`src/rtl/noc_local_eject_buffer.sv`:
```
// noc_local_eject_buffer
// Local-port ejection stage: one FIFO per virtual channel, each entry tagged with
// the source input port decoded from the controller grant, and a packet-atomic
// round-robin serialiser onto a single valid/ready stream toward the NI.
// A delivered tail (or single) flit returns a one-cycle per-VC free pulse.
// Optional feature macro: NOC_EJECT_PROTOCOL_CHECK_EN adds the sticky o_error
// output and drops stray body/tail flits found at a FIFO front while unlocked.
module noc_local_eject_buffer #(
  parameter int CHANNELS     = 2,
  parameter int FLIT_WIDTH   = 34,
  parameter int BUFFER_DEPTH = 4,
  localparam int VCW = (CHANNELS > 1) ? $clog2(CHANNELS) : 1
) (
  input  logic                                noc_clk,
  input  logic                                noc_rst,
  input  logic [CHANNELS-1:0]                 i_valid,
  input  logic [CHANNELS-1:0][FLIT_WIDTH-1:0] i_flit,
  input  logic [CHANNELS-1:0][4:0]            i_grant,
  output logic [CHANNELS-1:0]                 o_vc_ready,
  output logic [CHANNELS-1:0]                 o_free,
  output logic                                o_valid,
  output logic [FLIT_WIDTH-1:0]               o_flit,
  output logic [VCW-1:0]                      o_vc,
  output logic [2:0]                          o_src_port,
  input  logic                                i_ready
`ifdef NOC_EJECT_PROTOCOL_CHECK_EN
  ,
  output logic                                o_error
`endif
);

  localparam int unsigned NCH = CHANNELS;
  localparam int          AW  = (BUFFER_DEPTH > 1) ? $clog2(BUFFER_DEPTH) : 1;
  localparam int          CW  = AW + 1;
  localparam int          EW  = FLIT_WIDTH + 3;

  typedef enum logic {
    ST_UNLOCKED,
    ST_LOCKED
  } state_e;

  // Storage: {src[2:0], flit}
  logic [EW-1:0]       mem      [CHANNELS][BUFFER_DEPTH];
  logic [AW-1:0]       rd_ptr   [CHANNELS];
  logic [AW-1:0]       wr_ptr   [CHANNELS];
  logic [CW-1:0]       count    [CHANNELS];
  logic [2:0]          src_reg  [CHANNELS];

  logic [CHANNELS-1:0] empty;
  logic [CHANNELS-1:0] full;
  logic [CHANNELS-1:0] push;
  logic [CHANNELS-1:0] pop;
  logic [CHANNELS-1:0] drop;
  logic [CHANNELS-1:0] eligible;
  logic [CHANNELS-1:0] head_in;
  logic [CHANNELS-1:0] bad_grant;
  logic [2:0]          push_src   [CHANNELS];
  logic [EW-1:0]       front      [CHANNELS];
  logic [1:0]          front_type [CHANNELS];

  state_e              state, state_n;
  logic [VCW-1:0]      lock_vc, lock_vc_n;
  logic [VCW-1:0]      rr_ptr, rr_ptr_n;
  logic                held, held_n;
  logic [VCW-1:0]      held_vc, held_vc_n;
  logic [CHANNELS-1:0] free_n;

  logic                found;
  logic [VCW-1:0]      pick;
  logic [VCW-1:0]      rr_idx;
  logic [VCW-1:0]      out_vc;
  logic                hs;
  logic [1:0]          out_type;

  // One-hot grant to port index; anything else is reported as 7.
  function automatic logic [2:0] enc_grant(input logic [4:0] g);
    logic [2:0] r;
    r = 3'd7;
    if ($onehot(g)) begin
      for (int unsigned i = 0; i < 5; i++) begin
        if (g[i]) r = 3'(i);
      end
    end
    return r;
  endfunction

  function automatic logic [VCW-1:0] next_vc(input logic [VCW-1:0] v);
    logic [VCW-1:0] r;
    if (32'(v) == NCH - 1) r = '0;
    else                   r = v + VCW'(1);
    return r;
  endfunction

  assign o_vc_ready = ~full;

  // Per-VC status, front-of-FIFO decode and push qualification
  always_comb begin
    empty     = '0;
    full      = '0;
    push      = '0;
    eligible  = '0;
    head_in   = '0;
    bad_grant = '0;
    for (int unsigned v = 0; v < NCH; v++) begin
      empty[v]      = (count[v] == '0);
      full[v]       = (count[v] == CW'(BUFFER_DEPTH));
      front[v]      = mem[v][rd_ptr[v]];
      front_type[v] = front[v][FLIT_WIDTH-1 -: 2];
      head_in[v]    = i_flit[v][FLIT_WIDTH-2];
      push[v]       = i_valid[v] & ~full[v];
      bad_grant[v]  = push[v] & head_in[v] & ~$onehot(i_grant[v]);
      push_src[v]   = head_in[v] ? enc_grant(i_grant[v]) : src_reg[v];
      eligible[v]   = ~empty[v] & front_type[v][0];
    end
  end

  // FIFO pointers, occupancy and per-VC source latch
  always_ff @(posedge noc_clk or posedge noc_rst) begin
    if (noc_rst) begin
      for (int unsigned v = 0; v < NCH; v++) begin
        rd_ptr[v]  <= '0;
        wr_ptr[v]  <= '0;
        count[v]   <= '0;
        src_reg[v] <= 3'd7;
      end
    end else begin
      for (int unsigned v = 0; v < NCH; v++) begin
        if (push[v]) wr_ptr[v] <= wr_ptr[v] + AW'(1);
        if (pop[v])  rd_ptr[v] <= rd_ptr[v] + AW'(1);
        count[v] <= count[v] + CW'(push[v]) - CW'(pop[v]);
        if (push[v] && head_in[v]) src_reg[v] <= push_src[v];
      end
    end
  end

  // FIFO storage; contents are discarded on reset via the pointers
  always_ff @(posedge noc_clk) begin
    for (int unsigned v = 0; v < NCH; v++) begin
      if (push[v]) mem[v][wr_ptr[v]] <= {push_src[v], i_flit[v]};
    end
  end

  // Round-robin search for a VC with a head/single flit at its front
  always_comb begin
    found  = 1'b0;
    pick   = '0;
    rr_idx = '0;
    for (int unsigned i = 0; i < NCH; i++) begin
      rr_idx = VCW'((32'(rr_ptr) + i) % NCH);
      if (!found && eligible[rr_idx]) begin
        found = 1'b1;
        pick  = rr_idx;
      end
    end
  end

  // Output mux; an unaccepted unlocked offer is pinned to its VC so a newly
  // arriving higher-priority head cannot change o_flit under backpressure.
  always_comb begin
    out_vc  = pick;
    o_valid = found;
    if (state == ST_LOCKED) begin
      out_vc  = lock_vc;
      o_valid = ~empty[lock_vc];
    end else if (held) begin
      out_vc  = held_vc;
      o_valid = ~empty[held_vc];
    end
    o_flit     = o_valid ? front[out_vc][FLIT_WIDTH-1:0] : '0;
    o_src_port = o_valid ? front[out_vc][EW-1 -: 3]      : '0;
    o_vc       = o_valid ? out_vc                        : '0;
    hs         = o_valid & i_ready;
    out_type   = o_flit[FLIT_WIDTH-1 -: 2];
  end

  // Pop on handshake, plus any protocol drops
  always_comb begin
    pop = drop;
    for (int unsigned v = 0; v < NCH; v++) begin
      if (hs && out_vc == VCW'(v)) pop[v] = 1'b1;
    end
  end

`ifdef NOC_EJECT_PROTOCOL_CHECK_EN
  logic err_now;

  // Stray body/tail at a front while unlocked is dropped; flag all violations
  always_comb begin
    drop = '0;
    for (int unsigned v = 0; v < NCH; v++) begin
      drop[v] = (state == ST_UNLOCKED) & ~empty[v] & ~front_type[v][0];
    end
    err_now = (|bad_grant) | (|drop) |
              ((state == ST_LOCKED) & ~empty[lock_vc] & front_type[lock_vc][0]);
  end

  // Sticky protocol error flag
  always_ff @(posedge noc_clk or posedge noc_rst) begin
    if (noc_rst) o_error <= 1'b0;
    else if (err_now) o_error <= 1'b1;
  end
`else
  assign drop = '0;
`endif

  // Output FSM state, lock/hold tracking and registered free pulse
  always_ff @(posedge noc_clk or posedge noc_rst) begin
    if (noc_rst) begin
      state   <= ST_UNLOCKED;
      lock_vc <= '0;
      rr_ptr  <= '0;
      held    <= 1'b0;
      held_vc <= '0;
      o_free  <= '0;
    end else begin
      state   <= state_n;
      lock_vc <= lock_vc_n;
      rr_ptr  <= rr_ptr_n;
      held    <= held_n;
      held_vc <= held_vc_n;
      o_free  <= free_n;
    end
  end

  // Next-state: head locks, tail/single releases and advances the pointer
  always_comb begin
    state_n   = state;
    lock_vc_n = lock_vc;
    rr_ptr_n  = rr_ptr;
    held_n    = 1'b0;
    held_vc_n = held_vc;
    free_n    = '0;
    if (hs) begin
      if (state == ST_UNLOCKED) begin
        if (out_type == 2'b01) begin
          state_n   = ST_LOCKED;
          lock_vc_n = out_vc;
        end else begin
          rr_ptr_n       = next_vc(out_vc);
          free_n[out_vc] = 1'b1;
        end
      end else if (out_type[1]) begin
        state_n        = ST_UNLOCKED;
        rr_ptr_n       = next_vc(out_vc);
        free_n[out_vc] = 1'b1;
      end
    end else if (o_valid && state == ST_UNLOCKED) begin
      held_n    = 1'b1;
      held_vc_n = out_vc;
    end
  end

endmodule

```
`config.mk`:
```
export PLATFORM = sky130hd
export DESIGN_NAME = noc_local_eject_buffer
export DESIGN_NICKNAME = d
export VERILOG_FILES = /design/src/rtl/noc_local_eject_buffer.sv
export SDC_FILE = /design/constraint.sdc
export NUM_CORES = 1
export LEC_CHECK = 0
export ABC_CLOCK_PERIOD_IN_PS = 4200
export BUFFER_PORTS_ARGS = -buffer_cell sky130_fd_sc_hd__buf_4
export CAP_MARGIN = 15
export CORE_MARGIN = 8
export CORE_UTILIZATION = 35
export CTS_CLUSTER_DIAMETER = 40
export DETAILED_ROUTE_END_ITERATION = 7
export PLACE_DENSITY = 0.62
export SKIP_CTS_REPAIR_TIMING = 1
export SLEW_MARGIN = 20
export SYNTH_ARGS = -nofsm -noshare
export SYNTH_HDL_FRONTEND = slang
export SYNTH_SLANG_ARGS = --single-unit
```
`constraint.sdc`:
```
create_clock -name noc_clk -period 4.2 [get_ports noc_clk]
set_clock_uncertainty 0.15 [all_clocks]
set_input_delay 0.42 -clock noc_clk [delete_from_list [all_inputs] [get_ports noc_clk]]
set_output_delay 0.42 -clock noc_clk [all_outputs]
set_load 0.03 [all_outputs]
```
==> metrics.txt <==
Finished Layout Cells=around 1400; # clock sinks=323; met2 WL=between 10000 and 15000 microns; Max Used Layer=met5; max-slew headroom at the worst pin=0.2854; drt pass-1 iters=6; Clock Pin Slew Worst Setup and Hold Paths=roughly 0.06 ns; Final ANT Viol Nets=0; RSZ-0062 raised after global routing=no; largest net degree at the start of global routing=39; worst skew pair latency=0.53 ns; DR vias/cell=4.989; Lkg Pwr=5.950 nW; hold crit path type=in -> reg; Clock Path Buffers=3; Async SR Flop Fraction=0.08359; DRC=0; Largest register FFs=around 300; Area contributors post-synth=edfxtp_1 68%, mux4_2 13%, dfrtp_1 4.0%, nand2_1 2.3%, ha_1 1.7%; Synthesis Warnings=0; GR Util All Layers=0.1320; Seq/Total Area, Yosys=0.7342; post-synth top area cell=edfxtp_1; Met3 Wirelength=1868 microns; Worst Path Arrival=3.03 ns; Most used DFF post-synth=edfxtp_1; Post-Syn Area=13040 sq um; critical path class=reg -> out; Synth Instances=704; post-synth net total=811; number of buffers added on ports=125; post-route setup TNS=0 ns; H-Tree Level Count=2; Peak VDD IR=794.8 uV; number of buffers created by CTS=43; area share of the largest cell type after synthesis=0.6818; post-synth cell types=44; first-pass GRT wire length=44350 microns; GP Congestion=0.8149; number of max-cap violations=0; detailed placement HPWL=about 19000 microns; status=complete, no violations; EDFF count, synth=296; Req. time, crit path=3.63 ns; FP Rows=70; maximum clock frequency=~280 MHz; total grt overflow=0; fin nets=just over 1000; Metal-1 WL=12830 microns; reg-to-reg slack, setup=0.95 ns; CTS tree=yes; Yosys reg bits=323; Period minus WS final=3.597 ns; # IOs=126; synth-to-layout area growth=28.02%; WL/cell=20.65 microns; Hold Fails Final Rpt=0; Die Y=209.0 microns; Slew @ Worst Pin=1.072 ns; Die Width=209.0 microns; CTS root buf=clkbuf_16; Startpoint Class=flip-flop; critical path capture point type=output pin; Syn Area/Cell=18.52 sq um; Setup Viol. Count Final=0; number of global-route vias before repair=between 7000 and 8000; Initial Utilization=0.3561; crit-path max FO=38; share of post-route cells with drive strength above 1=0.3195; core footprint=36610 sq um; cell count after placement=1281; DIE AREA=around 44000 sq um; Initial DRC Count=461; P per Cell Area=808.7 nW/um^2; initial antenna violation count=2; Final Slew Violations=0; Tcrit/Tclk final=0.8565; total number of vias=7134; total wire length=29520 microns
cells in the mapped netlist, types with 2 or more instances:
cell and count:
a21oi_1 43, inv_1 31, xnor2_1 8, nand2_1 81, mux2_2 7, dfstp_2 6
buf_4 4, nor4b_1 2, buf_1 3, nor2b_1 4, nor3b_1 2, o311a_1 2
fa_1 6, a211oi_1 2, edfxtp_1 296, nor3_1 4, o21ai_0 11, or3_1 2
o21a_1 4, clkbuf_1 9, and3_1 11, dfrtp_1 21, mux4_2 74, ha_1 18
xor2_1 2, buf_2 13, and2_1 2, nand2b_1 2, and2_0 2, nand3_1 5
nor2_1 14
worst paths after layout:
path | startpoint | endpoint | cells past startpoint
setup / recovery | rd_ptr[2] | o_flit[33] | 8
setup reg to reg | rd_ptr[0] | count[5] | 12
max in group asynchronous | noc_rst | src_reg[4] | 4
hold reg to reg | src_reg[5] | src_reg[5] | 2
hold / removal | i_grant[8] | src_reg[2] | 3
min in group asynchronous | noc_rst | lock_vc | 4
layer usage:
| layer | vias up | global-route usage |
|---|---|---|
| met3 | 38 | 0.03487 |
| met4 | 2 | 0.03232 |
| met1 | 3655 | 0.1735 |
| met5 | - | 0 |
| met2 | 226 | 0.2166 |
| li1 | 3213 | - |
final cells by class:
class | instances | area, sq um
diodes | 1 | 2.502
clock buffers | 53 | 1156
clock inverters | 25 | 276.5
fillers | 3203 | 19920
inverters | 31 | 116.4
multi-input cells | 321 | 3241
flip-flops and latches | 323 | 9574
well taps | 468 | 585.6
repair buffers | 208 | 1737
where the power goes:
| group | internal, mW | switching, mW |
|---|---|---|
| sequential | 4.29 | 0.215 |
| combinational | 2.01 | 3.38 |
| clock | 2.23 | 1.37 |
| total | 8.53 | 4.97 |
cell families after synthesis:
logic type               Yosys count  synth area share
flip-flops                       323            0.7342
AND/OR/NAND/NOR                  134           0.04588
multiplexers                      82            0.1347
AO/OA/AOI/OAI                     71           0.03235
buffers and inverters             60           0.01968
adder cells (fa/ha/maj)           24           0.02649
XOR/XNOR                          10          0.006719
cells in the final DEF, fill, tap and decap left out, drive strengths merged, types with 2 or more instances in the layout:
| master | instances |
|---|---|
| or3 | 2 |
| fa | 6 |
| nor3 | 4 |
| bufinv | 4 |
| o21a | 4 |
| clkinv | 8 |
| mux4 | 74 |
| dfrtp | 21 |
| and3 | 11 |
| buf | 138 |
| a211oi | 2 |
| xnor2 | 8 |
| nor2b | 4 |
| clkinvlp | 4 |
| ha | 18 |
| o311a | 2 |
| dfstp | 6 |
| nand2 | 81 |
| dlygate4sd3 | 70 |
| clkbuf | 53 |
| nand3 | 5 |
| nor2 | 14 |
| mux2 | 7 |
| edfxtp | 296 |
| o21ai | 11 |
| xor2 | 2 |
| nand2b | 2 |
| nor3b | 2 |
| nor4b | 2 |
| inv | 40 |
| a21oi | 43 |
| and2 | 4 |
worst max-delay path, cell delays in order, from the launching register on:
cell	delay [ns]
dfrtp_2	0.36
mux4_2	0.58
nand3b_1	0.14
nand2_1	0.12
a21oi_4	0.15
buf_4	0.41
mux2_2	0.41
and2_1	0.16
buf_4	0.16
per-stage QoR:
step	hold WS (ns)	setup WS [ns]	power, mW	area, sq um	util
6_report	0.1206	0.6027	13.50	16690	0.4558
5_1_grt	0.1240	0.4301	14.21	16690	0.4558
4_1_cts	-0.1981	0.5559	13.64	15990	0.4366
3_5_place_dp	0.3243	0.9393	9.998	14550	0.3975
3_3_place_gp	0.3139	0.9724	9.968	14550	0.3975
2_1_floorplan	0.3073	0.9423	8.054	13040	-
(Power assumes the default switching activity.)
